**src/rtl/arb_rr_lock_pkg.sv**
```systemverilog
// Shared constants, FSM encoding and index helper for the per-output-port
// switch allocator (arb_rr_lock) and its round-robin picker.
//   NPORT      : number of router inputs (N, E, S, W, Eject)
//   CRED_DEPTH : downstream buffer depth in flits = initial/maximum credits
//   CW         : credit counter width
//   IW         : width of an input index (ptr, owner, winner)
package arb_rr_lock_pkg;

  localparam int NPORT      = 5;
  localparam int CRED_DEPTH = 4;
  localparam int CW         = 3;
  localparam int IW         = 3;

  // Router input indices
  localparam int P_N  = 0;
  localparam int P_E  = 1;
  localparam int P_S  = 2;
  localparam int P_W  = 3;
  localparam int P_EJ = 4;

  // FSM encoding
  localparam logic S_IDLE   = 1'b0;
  localparam logic S_LOCKED = 1'b1;

  typedef enum logic {
    ST_IDLE   = S_IDLE,
    ST_LOCKED = S_LOCKED
  } state_t;

  // (idx + 1) mod NPORT for an input index
  function automatic logic [IW-1:0] wrap_inc(input logic [IW-1:0] idx);
    return (idx == IW'(NPORT - 1)) ? '0 : idx + 1'b1;
  endfunction

endpackage

```
**src/rtl/arb_rr_lock_if.sv**
```systemverilog
// Handshake bundle between the router inputs/downstream credit path and one
// output-port allocator.
//   req, tail, multab_ct : per-input request, tail marker and allocation bar
//   credit_in            : one-cycle pulse, downstream freed one slot
//   grt                  : one-hot-or-zero grant (flit moves this cycle)
//   locked, owner        : port held by an in-flight packet and its holder
//   credits, credit_err  : credit count and sticky overflow flag
// master = router side driving requests, slave = allocator.
interface arb_rr_lock_if;
  import arb_rr_lock_pkg::*;

  logic [NPORT-1:0] req;
  logic [NPORT-1:0] tail;
  logic [NPORT-1:0] multab_ct;
  logic             credit_in;
  logic [NPORT-1:0] grt;
  logic             locked;
  logic [IW-1:0]    owner;
  logic [CW-1:0]    credits;
  logic             credit_err;

  modport master (
    output req, tail, multab_ct, credit_in,
    input  grt, locked, owner, credits, credit_err
  );

  modport slave (
    input  req, tail, multab_ct, credit_in,
    output grt, locked, owner, credits, credit_err
  );

endinterface

```
**src/rtl/arb_rr_lock_rr_pick.sv**
```systemverilog
// Combinational round-robin picker: returns the first set bit of elig when
// scanning ptr, ptr+1, ... wrapping modulo NPORT.
//   elig    : eligible inputs
//   ptr     : index with highest priority this cycle
//   win_oh  : one-hot winner (zero when nothing is eligible)
//   win_idx : winner index (0 when nothing is eligible)
//   any     : at least one input is eligible
module arb_rr_lock_rr_pick
  import arb_rr_lock_pkg::*;
(
  input  logic [NPORT-1:0] elig,
  input  logic [IW-1:0]    ptr,
  output logic [NPORT-1:0] win_oh,
  output logic [IW-1:0]    win_idx,
  output logic             any
);

  localparam int DW = 2 * NPORT;
  localparam int PW = $clog2(DW);

  logic [NPORT-1:0] hi_mask;
  logic [DW-1:0]    dbl;
  logic [PW-1:0]    pos;
  logic             found;

  // Lower half keeps only bits at or above ptr; upper half is the full vector,
  // so a plain lowest-bit scan over the doubled vector gives the wrapped winner.
  generate
    for (genvar gi = 0; gi < NPORT; gi++) begin : g_mask
      assign hi_mask[gi] = (IW'(gi) >= ptr);
    end
  endgenerate

  assign dbl = {elig, elig & hi_mask};
  assign any = |elig;

  always_comb begin
    found = 1'b0;
    pos   = '0;
    for (int k = 0; k < DW; k++) begin
      if (!found && dbl[k]) begin
        found = 1'b1;
        pos   = PW'(k);
      end
    end
  end

  assign win_idx = (pos >= PW'(NPORT)) ? IW'(pos - PW'(NPORT)) : IW'(pos);

  generate
    for (genvar gi = 0; gi < NPORT; gi++) begin : g_oh
      assign win_oh[gi] = any && (win_idx == IW'(gi));
    end
  endgenerate

endmodule

```
**src/rtl/arb_rr_lock.sv**
```systemverilog
// Per-output-port switch allocator for the wormhole router. Round-robin picks
// a new packet owner among the inputs; the port then stays locked to that
// owner until its tail flit passes. Every grant is gated by a downstream
// credit counter. Grant is combinational from registered state and inputs.
//   clk  : clock
//   rst_ : synchronous reset, active-low
//   bus  : arb_rr_lock_if slave (req/tail/multab_ct/credit_in in,
//          grt/locked/owner/credits/credit_err out)
module arb_rr_lock
  import arb_rr_lock_pkg::*;
(
  input  logic           clk,
  input  logic           rst_,
  arb_rr_lock_if.slave   bus
);

  state_t           state_reg;
  logic [IW-1:0]    ptr_reg;
  logic [IW-1:0]    owner_reg;
  logic [CW-1:0]    credits_reg;
  logic             credit_err_reg;

  logic             gate;
  logic [NPORT-1:0] elig;
  logic [NPORT-1:0] win_oh;
  logic [IW-1:0]    win_idx;
  logic             any;
  logic [NPORT-1:0] owner_oh;
  logic [NPORT-1:0] grant;
  logic             tail_hit;
  logic             dec;
  logic             inc;

  assign gate = (credits_reg != '0);
  assign elig = bus.req & ~bus.multab_ct;

  arb_rr_lock_rr_pick u_pick (
    .elig    (elig),
    .ptr     (ptr_reg),
    .win_oh  (win_oh),
    .win_idx (win_idx),
    .any     (any)
  );

  generate
    for (genvar gi = 0; gi < NPORT; gi++) begin : g_owner
      assign owner_oh[gi] = (owner_reg == IW'(gi));
    end
  endgenerate

  // Once locked, only the owner may move; multab_ct no longer applies to it.
  always_comb begin
    grant = '0;
    if (rst_ && gate) begin
      case (state_reg)
        ST_IDLE:   grant = any ? win_oh : '0;
        ST_LOCKED: grant = owner_oh & bus.req;
        default:   grant = '0;
      endcase
    end
  end

  assign tail_hit = |(grant & bus.tail);
  assign dec      = |grant;
  assign inc      = bus.credit_in;

  always_ff @(posedge clk) begin
    if (!rst_) begin
      state_reg      <= ST_IDLE;
      ptr_reg        <= IW'(P_EJ);
      owner_reg      <= '0;
      credits_reg    <= CW'(CRED_DEPTH);
      credit_err_reg <= 1'b0;
    end else begin
      case (state_reg)
        ST_IDLE: begin
          if (dec) begin
            if (tail_hit) begin
              ptr_reg <= wrap_inc(win_idx);
            end else begin
              state_reg <= ST_LOCKED;
              owner_reg <= win_idx;
            end
          end
        end
        ST_LOCKED: begin
          // Release only; a new head is allocated in the following cycle.
          if (dec && tail_hit) begin
            state_reg <= ST_IDLE;
            ptr_reg   <= wrap_inc(owner_reg);
          end
        end
        default: state_reg <= ST_IDLE;
      endcase

      if (dec && !inc) begin
        credits_reg <= credits_reg - 1'b1;
      end else if (inc && !dec) begin
        if (credits_reg == CW'(CRED_DEPTH)) begin
          credit_err_reg <= 1'b1;
        end else begin
          credits_reg <= credits_reg + 1'b1;
        end
      end
    end
  end

  assign bus.grt        = grant;
  assign bus.locked     = (state_reg == ST_LOCKED);
  assign bus.owner      = owner_reg;
  assign bus.credits    = credits_reg;
  assign bus.credit_err = credit_err_reg;

endmodule

```
**src/flat_wrapper.sv**
```systemverilog
// flat-port wrapper written by rule: the top's interface ports become plain ports
module arb_rr_lock_flat import arb_rr_lock_pkg::*;
  (clk, rst_, bus_req, bus_tail, bus_multab_ct, bus_credit_in, bus_grt, bus_locked, bus_owner, bus_credits, bus_credit_err);
  arb_rr_lock_if bus_i ();
  input  logic clk;
  input  logic rst_;
  input wire logic [$bits(bus_i.req)-1:0] bus_req;
  input wire logic [$bits(bus_i.tail)-1:0] bus_tail;
  input wire logic [$bits(bus_i.multab_ct)-1:0] bus_multab_ct;
  input wire logic [$bits(bus_i.credit_in)-1:0] bus_credit_in;
  output wire logic [$bits(bus_i.grt)-1:0] bus_grt;
  output wire logic [$bits(bus_i.locked)-1:0] bus_locked;
  output wire logic [$bits(bus_i.owner)-1:0] bus_owner;
  output wire logic [$bits(bus_i.credits)-1:0] bus_credits;
  output wire logic [$bits(bus_i.credit_err)-1:0] bus_credit_err;
  assign bus_i.req = bus_req;
  assign bus_i.tail = bus_tail;
  assign bus_i.multab_ct = bus_multab_ct;
  assign bus_i.credit_in = bus_credit_in;
  assign bus_grt = bus_i.grt;
  assign bus_locked = bus_i.locked;
  assign bus_owner = bus_i.owner;
  assign bus_credits = bus_i.credits;
  assign bus_credit_err = bus_i.credit_err;
  arb_rr_lock u_core (.clk(clk), .rst_(rst_), .bus(bus_i));
endmodule
```
**config.mk**
```make
export PLATFORM = sky130hd
export DESIGN_NAME = arb_rr_lock_flat
export DESIGN_NICKNAME = d
export VERILOG_FILES = /design/src/rtl/arb_rr_lock_pkg.sv /design/src/rtl/arb_rr_lock_if.sv /design/src/rtl/arb_rr_lock_rr_pick.sv /design/src/rtl/arb_rr_lock.sv /design/src/flat_wrapper.sv
export SDC_FILE = /design/constraint.sdc
export NUM_CORES = 1
export LEC_CHECK = 0
export CAP_MARGIN = 0
export CELL_PAD_IN_SITES_DETAIL_PLACEMENT = 1
export CELL_PAD_IN_SITES_GLOBAL_PLACEMENT = 1
export CORE_MARGIN = 5
export CORE_UTILIZATION = 40
export CTS_BUF_LIST = sky130_fd_sc_hd__clkbuf_4
export CTS_CLUSTER_DIAMETER = 120
export DETAILED_ROUTE_END_ITERATION = 7
export PLACE_DENSITY_LB_ADDON = 0.1
export SLEW_MARGIN = 20
export SYNTH_ARGS = -nofsm -noshare
export SYNTH_HDL_FRONTEND = slang
export SYNTH_SLANG_ARGS = --single-unit
```
**constraint.sdc**
```tcl
create_clock -name clk -period 15.85 [get_ports clk]
set_input_delay 4.755 -clock clk [delete_from_list [all_inputs] [get_ports clk]]
set_output_delay 4.755 -clock clk [all_outputs]
set_load 0.02 [all_outputs]
```
==> flow_summary.yaml, run 1 <==
worst_hold_path:
  hold_path_startpoint: "u_core.bus.credit_err"
  hp-class: "flop to flop"
synth:
  yosys.area.top_type: "dfxtp_1"
  synth_edf_count: 0
  yosys_most_used_dff: "dfxtp_1"
  yosysUniqueCellTypes: 47
  ys_seq_area_share_pct: 18.0
  ys_seq_elements: 11
  synth.top_cell.area_share_pct: 18.0
  syn-num-nets: 183
  synth_area_leaders: "dfxtp_1 (18%), ha_1 (14%), inv_1 (4.9%)"
  synth.avg_cell_area_sq_um: 8.16
  postSynthCellCount: 150
  synth.cell_area_sq_um: 1220
  yosys_warnings: 0
  ys_async_sr_fraction_pct: 0
floorplan:
  ioPinCount: 31
  core_area_sq_um: 3000
  die_w_microns: 65.3
  rows: 20
  fp.dieH_microns: 65.3
  initial_core_util_pct: 40.8
  die_area_sq_um: 4270
power:
  pwr-share-comb_pct: 73.5
  leakage_nw: 0.624
  switching_share_pct: 50.4
  ir_drop_uv: 95.2
  p_clk_share_pct: 7.1
  p_switching_mw: 0.142
  p_seq_share_pct: 19.4
  p_per_area_nw_per_um2: 179
  p_int_mw: 0.140
final_layout:
  drive_above_1_share_pct: 6.11
  layout_commonest_cell: "clkdlybuf4s50_1"
  multi_input_area_sq_um: 920
  regArea_sq_um: 220
  final_cell_mix: "clkdlybuf4s50_1 (30), inv_1 (16), ha_1 (14)"
  syn_to_final_growth_pct: 28.4
  fillers: 376
  layout.nets: 214
  post_layout_nonfiller_instances: 213
  diodes: 0
worst_setup_path:
  setup.worst_path.start: "bus_req[0]"
  r2r_start: "u_core.ptr_reg[1]"
  end_kind: "output port"
  startpoint_type: "input pin"
  critical_path_class: "input pin to output port"
  cp_data_arrival_time_ns: 8.99
  required_ns: 11.10
  worst-path-max-fanout: 6
cts:
  ctsRootBufferMaster: "clkbuf_4"
  clk_pin_slew_worst_paths_ns: 0.06
  clock_sinks: 11
  cts.repair.resized: 0
  cts.htree.levels: 1
  cts_tree: "built"
  cts_hold_buf: 0
  postCtsSetupBuffers: 0
  cts_buffer_depth: 2
  numCtsBuffers: 3
  worstSkewPairLatency_ns: 0.26
route:
  routed_wl_microns: 3840
  vias_per_cell: 5.93
  ant_nets: 0
  dr_total_vias: 1264
  drc_errors: 0
  drtIter0Drc: 75
  firstDrtPassIters: 4
  wl_per_cell_microns: 18.0
timing:
  min_period_over_period_pct: 86.7
  maxSlewViolCount: 0
  finalCriticalPeriod_ns: 13.75
  grt_setup_unrepaired: "no"
  finalSetupViolCount: 0
  fin_worst_skew_ns: 0.000335
  max_slew_margin_pct: 45.7
  worst_pin_slew_ns: 0.809
  fin_setup_tns_ns: 0
  max_freq_mhz: 72.7
  final_hold_viol_count: 0
placement:
  dp_cells: 209
  dpl.hpwl_microns: 3210
  place_congestion: 0.810
  portBuffers: 30
run:
  drv_cap: 0
global_route:
  antenna_found_initial: 0
  grt-ovfl-total: 0
  grt_use_total_pct: 19.2
  first_global_vias: 1391
  grt_pass1_wl_microns: 6430
  grt_max_degree: 13
status:
  outcome: "complete, no violations"
-- routing by layer --
metal	share of wire [%]	up-vias	GRT usage, %	routed length, microns
met5	0	-	0	0
met4	1.2	0	5.44	45
met3	3.8	4	2.39	146
met2	52	25	35.8	1980
met1	43	611	22.7	1670
li1	-	624	-	-
-- logic make-up after synthesis --
kind of cell,after synthesis,synth area share [%]
muxes,5,4.09
buffers and inverters,20,6.85
xor gates and xnor gates,3,2.15
AOI/OAI and AO/OA,45,31.6
DFF,11,18.0
adders and majority gates,15,16.0
and+or+nand+nor,51,21.4
-- final cells by class --
class,instances,share of cell area (%)
repair buffers,30,19.1
clock buffers,4,1.91
flip-flops and latches,11,14.0
well taps,33,2.63
multi-input cells,119,58.5
inverters,16,3.82
-- stage by stage --
stage / hold slack [ns] / worst slack (ns) / total power [mW] / utilization (%) / instance area, sq um
floorplan: 0.570 / 3.71 / 0.199 / - / 1220
global placement: 0.456 / 2.33 / 0.251 / 51.3 / 1540
detailed placement: 0.484 / 2.10 / 0.262 / 51.3 / 1540
CTS: 0.505 / 2.11 / 0.283 / 52.3 / 1570
global route: 0.557 / 1.92 / 0.307 / 52.3 / 1570
finish: 0.494 / 2.10 / 0.282 / 52.3 / 1570
-- synth_stat cells, types with 2 or more instances --
library cell,n
nor4b_1,2
nand3_1,8
mux2i_1,5
o21ai_0,4
nor2_1,11
dfxtp_1,11
nor2b_1,5
nand2_1,12
a32o_1,4
a222oi_1,2
a211o_1,2
inv_1,16
o311a_1,3
o31ai_1,2
xnor2_1,2
a2111oi_0,2
nand2b_1,3
a211oi_1,4
o311ai_0,2
clkbuf_1,2
a21oi_1,7
o221ai_1,2
nor3_1,2
ha_1,14
-- power groups by stage --
stage / clock network (mW) / logic, mW / registers (mW)
2_1_floorplan: 0 / 0.142 / 0.0568
3_3_place_gp: 0 / 0.198 / 0.0539
3_5_place_dp: 0 / 0.207 / 0.0550
4_1_cts: 0.0208 / 0.208 / 0.0545
5_1_grt: 0.0225 / 0.227 / 0.0576
6_report: 0.0199 / 0.207 / 0.0547
-- worst paths after layout --
check                          endpoint  slack (ns)  depth (start not counted)
hold reg to reg   u_core.bus.credit_err        0.49                          2
hold / removal    u_core.bus.credit_err        0.49                          2
setup reg to reg  u_core.bus.credits[1]       10.63                         22
setup / recovery             bus_grt[3]        2.10                         16
-- critical path, stage by stage --
cell and delay (ns):
clkdlybuf4s50_1 0.54, nand2b_1 0.22, o31ai_1 0.09, a211oi_1 0.71, a32o_1 0.34, inv_1 0.06
ha_1 0.18, inv_1 0.12, o311a_1 0.24, mux2i_1 0.44, inv_1 0.14, ha_1 0.23
ha_1 0.20, nand3_1 0.09, a21oi_1 0.07, clkdlybuf4s50_1 0.57
Power figures use the tool's default switching activity.
==> run 2, diff against run 1 <==
--- a/config.mk
+++ b/config.mk
@@ -13,7 +13,9 @@
 export CTS_BUF_LIST = sky130_fd_sc_hd__clkbuf_4
 export CTS_CLUSTER_DIAMETER = 120
 export DETAILED_ROUTE_END_ITERATION = 7
+export MAX_ROUTING_LAYER = met4
 export PLACE_DENSITY_LB_ADDON = 0.1
+export SETUP_SLACK_MARGIN = 0.3
 export SLEW_MARGIN = 20
 export SYNTH_ARGS = -nofsm -noshare
 export SYNTH_HDL_FRONTEND = slang
==> run 2 against run 1 <==
Against the previous run:
- non-clock buffer count unchanged
- fmax grew 0.15%
- core utilization is the same
- first-iteration DRC count fell by 4.0%
- critical path depth unchanged
- via count rose by 0.55%
- critical path type unchanged
- highest routed layer unchanged
==> flow_summary.yaml, run 2 (synthesis gave the netlist of run 1 again) <==
status:
  outcome: "complete, no violations"
cts:
  postCtsSetupBuffers: 0
  clk_pin_slew_worst_paths_ns: 0.07
  ctsRootBufferMaster: "clkbuf_4"
  cts_hold_buf: 0
  worstSkewPairLatency_ns: 0.26
  clock_sinks: 11
  cts.htree.levels: 1
  cts.repair.resized: 0
  cts_tree: "built"
  numCtsBuffers: 3
  cts_buffer_depth: 2
power:
  ir_drop_uv: 116
  pwr-share-comb_pct: 73.2
  leakage_nw: 0.624
  p_per_area_nw_per_um2: 178
  switching_share_pct: 50.1
  p_seq_share_pct: 19.6
  p_clk_share_pct: 7.2
  p_int_mw: 0.139
  p_switching_mw: 0.140
worst_hold_path:
  holdPathStages: 2
  hp-class: "flop to flop"
  min_to: "u_core.bus.credit_err"
  hold_path_startpoint: "u_core.bus.credit_err"
timing:
  grt_setup_unrepaired: "no"
  finalCriticalPeriod_ns: 13.73
  maxSlewViolCount: 0
  fin_setup_tns_ns: 0
  finalSetupViolCount: 0
  max_freq_mhz: 72.8
  min_period_over_period_pct: 86.6
  worst_pin_slew_ns: 0.846
  fin_worst_skew_ns: 0.000523
  final_hold_viol_count: 0
  hold_slack_ns: 0.490
  max_slew_margin_pct: 43.3
placement:
  dpl-instance-area_sq_um: 1540
  dpl.hpwl_microns: 3180
  portBuffers: 30
  place_congestion: 0.819
worst_setup_path:
  reg2reg_depth: 20
  cp_data_arrival_time_ns: 8.97
  rrSetupSlack_ns: 10.68
  required_ns: 11.10
  critical_path_class: "input pin to output port"
  end_kind: "output port"
  r2r_start: "u_core.ptr_reg[1]"
  timing.rr.end: "u_core.bus.credits[2]"
  startpoint_type: "input pin"
  worst-path-max-fanout: 6
route:
  routed_wl_microns: 3800
  firstDrtPassIters: 4
  drc_errors: 0
  dr_total_vias: 1271
  drtIter0Drc: 72
  ant_nets: 0
  vias_per_cell: 5.97
  wl_per_cell_microns: 17.8
final_layout:
  syn_to_final_growth_pct: 28.4
  design_area_sq_um: 1570
  final_cell_mix: "clkdlybuf4s50_1 (30), inv_1 (16), ha_1 (14)"
  layout_commonest_cell: "clkdlybuf4s50_1"
  drive_above_1_share_pct: 6.11
  diodes: 0
  layout.nets: 214
floorplan:
  ioPinCount: 31
  core_area_sq_um: 3000
  fp.dieH_microns: 65.3
  die_area_sq_um: 4270
  die_w_microns: 65.3
  rows: 20
  initial_core_util_pct: 40.8
run:
  drv_cap: 0
global_route:
  grt_max_degree: 13
  grt_use_total_pct: 19.3
  grt_pass1_wl_microns: 6400
  grt-ovfl-total: 0
  first_global_vias: 1375
  antenna_found_initial: 0
## run 2: cell counts in the layout (fill, tap and decap cells not counted)
No cell type changed its count.
## run 2: cell type report
| cell class | instances | area [sq um] |
|---|---|---|
| Fill cell | 381 | 1430 |
| Multi-Input combinational cell | 119 | 920 |
| Timing Repair Buffer | 30 | 300 |
| Sequential cell | 11 | 220 |
| Inverter | 16 | 60.1 |
| Tap cell | 33 | 41.3 |
| Clock buffer | 4 | 30.0 |
## run 2: worst max-delay path by stage
stage | start | slack [ns] | end
global placement | bus_req[0] | 2.34 | bus_grt[3]
CTS | bus_req[0] | 2.13 | bus_grt[3]
detailed placement | bus_req[0] | 2.14 | bus_grt[3]
floorplan | bus_multab_ct[0] | 3.71 | bus_grt[3]
global route | bus_req[0] | 1.93 | bus_grt[3]
finish | bus_req[0] | 2.12 | bus_grt[3]
## run 2: worst max-delay path: stages
cell and delay, ns:
clkdlybuf4s50_1 0.53, nand2b_1 0.20, o31ai_1 0.08, a211oi_1 0.73
a32o_1 0.34, inv_1 0.06, ha_1 0.17, inv_1 0.12
o311a_1 0.25, mux2i_1 0.44, inv_1 0.13, ha_1 0.23
ha_1 0.20, nand3_1 0.09, a21oi_1 0.06, clkdlybuf4s50_1 0.57
## run 2: routing by layer
metal,share of wire [%],vias up,GRT usage [%],wire length [microns]
met5,0,-,-,0
met4,0.34,0,4.40,13
met3,3.8,2,2.05,145
met2,51,38,34.8,1960
met1,44,606,23.0,1690
li1,-,625,-,-
## run 2: power groups by stage
| stage | sequential, mW | combinational (mW) | clock, mW |
|---|---|---|---|
| floorplan | 0.0568 | 0.142 | 0 |
| global placement | 0.0539 | 0.198 | 0 |
| detailed placement | 0.0551 | 0.206 | 0 |
| CTS | 0.0545 | 0.207 | 0.0208 |
| global route | 0.0579 | 0.227 | 0.0225 |
| finish | 0.0547 | 0.204 | 0.0200 |
## run 2: per-stage QoR
stage                     std cells  worst slack (ns)  power, mW  util, %
after global routing            213              1.93      0.308     52.3
after detailed placement        209              2.14      0.261     51.3
after floorplan                 150              3.71      0.199        -
after global placement          209              2.34      0.252     51.3
final                           213              2.12      0.279     52.3
after CTS                       213              2.13      0.282     52.3
==> run 3, diff against run 2 <==
--- a/config.mk
+++ b/config.mk
@@ -5,11 +5,12 @@
 export SDC_FILE = /design/constraint.sdc
 export NUM_CORES = 1
 export LEC_CHECK = 0
+export ABC_AREA = 0
 export CAP_MARGIN = 0
 export CELL_PAD_IN_SITES_DETAIL_PLACEMENT = 1
 export CELL_PAD_IN_SITES_GLOBAL_PLACEMENT = 1
 export CORE_MARGIN = 5
-export CORE_UTILIZATION = 40
+export CORE_UTILIZATION = 30
 export CTS_BUF_LIST = sky130_fd_sc_hd__clkbuf_4
 export CTS_CLUSTER_DIAMETER = 120
 export DETAILED_ROUTE_END_ITERATION = 7
==> run 3 against run 2 <==
Against the previous run:
- cell count grew 8.0%
- highest routed layer unchanged
- first-iteration DRC count is 65% higher
- sequential share of layout area shrank 0.19 points
- design area rose by 1.4%
- sequential power about the same
- sequential cell count unchanged
- largest cell class unchanged
- combinational power up 2%
==> flow_summary.yaml, run 3 (synthesis gave the netlist of run 1 again) <==
final_layout:
  diodes: 0
  drive_above_1_share_pct: 6.11
  syn_to_final_growth_pct: 30.2
  layout.nets: 214
  layout_commonest_cell: "clkdlybuf4s50_1"
  final_cell_mix: "clkdlybuf4s50_1 (30), inv_1 (16), ha_1 (14)"
  design_area_sq_um: 1590
worst_setup_path:
  cpMaxStageDelayCell: "a211oi_1"
  timing.rr.end: "u_core.bus.credits[2]"
  startpoint_type: "input pin"
  reg2reg_depth: 20
  rrSetupSlack_ns: 10.66
  crit_chain: "clkdlybuf4s50_1 > nand2b_1 > o31ai_1 > a211oi_1 > a32o_1 > inv_1 > ha_1 > inv_1 > o311a_1 > mux2i_1 > inv_1 > ha_1 > ha_1 > nand3_1 > a21oi_1 > clkdlybuf4s50_1"
  required_ns: 11.10
  end_kind: "output port"
  worst-path-max-fanout: 6
  worst-path-buf-inv: 5
  critical_path_class: "input pin to output port"
  crit_family: "compound AO/OA/AOI/OAI gates"
  cp_data_arrival_time_ns: 8.96
  cp_slowest_stage_delay_ns: 0.75
  r2r_start: "u_core.ptr_reg[1]"
worst_hold_path:
  min_to: "u_core.bus.credit_err"
  hold_path_startpoint: "u_core.bus.credit_err"
  holdPathStages: 2
  hp-class: "flop to flop"
route:
  firstDrtPassIters: 6
  dr_total_vias: 1266
  drtIter0Drc: 119
  routed_wl_microns: 3920
  vias_per_cell: 5.50
  drc_errors: 0
  wl_per_cell_microns: 17.1
  ant_nets: 0
timing:
  final_hold_viol_count: 0
  fin_setup_tns_ns: 0
  grt_setup_unrepaired: "no"
  max_slew_margin_pct: 42.4
  max_freq_mhz: 72.9
  min_period_over_period_pct: 86.5
  finalCriticalPeriod_ns: 13.71
  maxSlewViolCount: 0
  worst_pin_slew_ns: 0.858
  finalSetupViolCount: 0
  fin_worst_skew_ns: 0.000605
placement:
  dpl-instance-area_sq_um: 1560
  portBuffers: 30
  dpl.hpwl_microns: 3310
  place_congestion: 0.994
run:
  drv_cap: 0
cts:
  cts_buffer_depth: 2
  clock_sinks: 11
  postCtsSetupBuffers: 0
  ctsRootBufferMaster: "clkbuf_4"
  clk_pin_slew_worst_paths_ns: 0.07
  worstSkewPairLatency_ns: 0.26
  cts_tree: "built"
  cts.repair.resized: 0
  cts.htree.levels: 1
  cts_hold_buf: 0
  numCtsBuffers: 3
floorplan:
  die_w_microns: 73.9
  die_area_sq_um: 5460
  fp.dieH_microns: 73.9
  initial_core_util_pct: 30.8
  core_area_sq_um: 3970
  rows: 23
  ioPinCount: 31
global_route:
  antenna_found_initial: 0
  grt_use_total_pct: 15.7
  grt_pass1_wl_microns: 6540
  grt_max_degree: 13
  first_global_vias: 1319
  grt-ovfl-total: 0
power:
  ir_drop_uv: 72.6
  leakage_nw: 0.624
  p_per_area_nw_per_um2: 178
status:
  outcome: "complete, no violations"
==> run 3: cell counts in the layout (fill, tap and decap cells not counted) <==
Identical to the previous run, type by type.
==> run 3: cell type report <==
class                   count  area (sq um)
clock buffers               4          30.0
multi-input cells         119           920
repair buffers             30           300
fillers                   489          2380
flip-flops and latches     11           220
well taps                  50          62.6
inverters                  16          60.1
==> run 3: how the worst max path moves through the flow <==
stage	from	end	slack (ns)	depth (start not counted)
2_1_floorplan	bus_multab_ct[0]	bus_grt[3]	3.71	14
3_3_place_gp	bus_req[0]	bus_grt[3]	2.26	16
3_5_place_dp	bus_req[0]	bus_grt[3]	2.12	16
4_1_cts	bus_req[0]	bus_grt[3]	2.11	16
5_1_grt	bus_req[0]	bus_grt[3]	1.75	16
6_report	bus_req[0]	bus_grt[3]	2.14	16
==> run 3: power by group <==
group / switching [mW] / total, mW / internal, mW
registers: 0.0166 / 0.0546 / 0.0379
clock network: 0.00943 / 0.0209 / 0.0114
logic: 0.118 / 0.209 / 0.0908
==> run 3: metrics by stage <==
| step | worst slack [ns] | power (mW) | hold slack, ns | cells | util, % |
|---|---|---|---|---|---|
| floorplan | 3.71 | 0.199 | 0.570 | 150 | - |
| global placement | 2.26 | 0.258 | 0.466 | 226 | 39.4 |
| detailed placement | 2.12 | 0.263 | 0.470 | 226 | 39.4 |
| CTS | 2.11 | 0.286 | 0.491 | 230 | 40.1 |
| global route | 1.75 | 0.313 | 0.513 | 230 | 40.1 |
| finish | 2.14 | 0.284 | 0.482 | 230 | 40.1 |
==> run 3: per-layer routing <==
layer / share of wire, % / global-route usage, % / vias to the layer above / wire length, microns
li1: - / - / 624 / -
met1: 44 / 19.1 / 614 / 1740
met2: 51 / 27.4 / 26 / 1980
met3: 4.6 / 3.01 / 2 / 181
met4: 0.48 / 2.41 / 0 / 19
met5: 0 / - / - / 0
==> run 3: worst min-delay path, delay by kind of cell, from the launching register on <==
family	cells	cell delay, ns
DFF	1	0.33
AOI/OAI and AO/OA	1	0.04
and+or+nand+nor	1	0.07
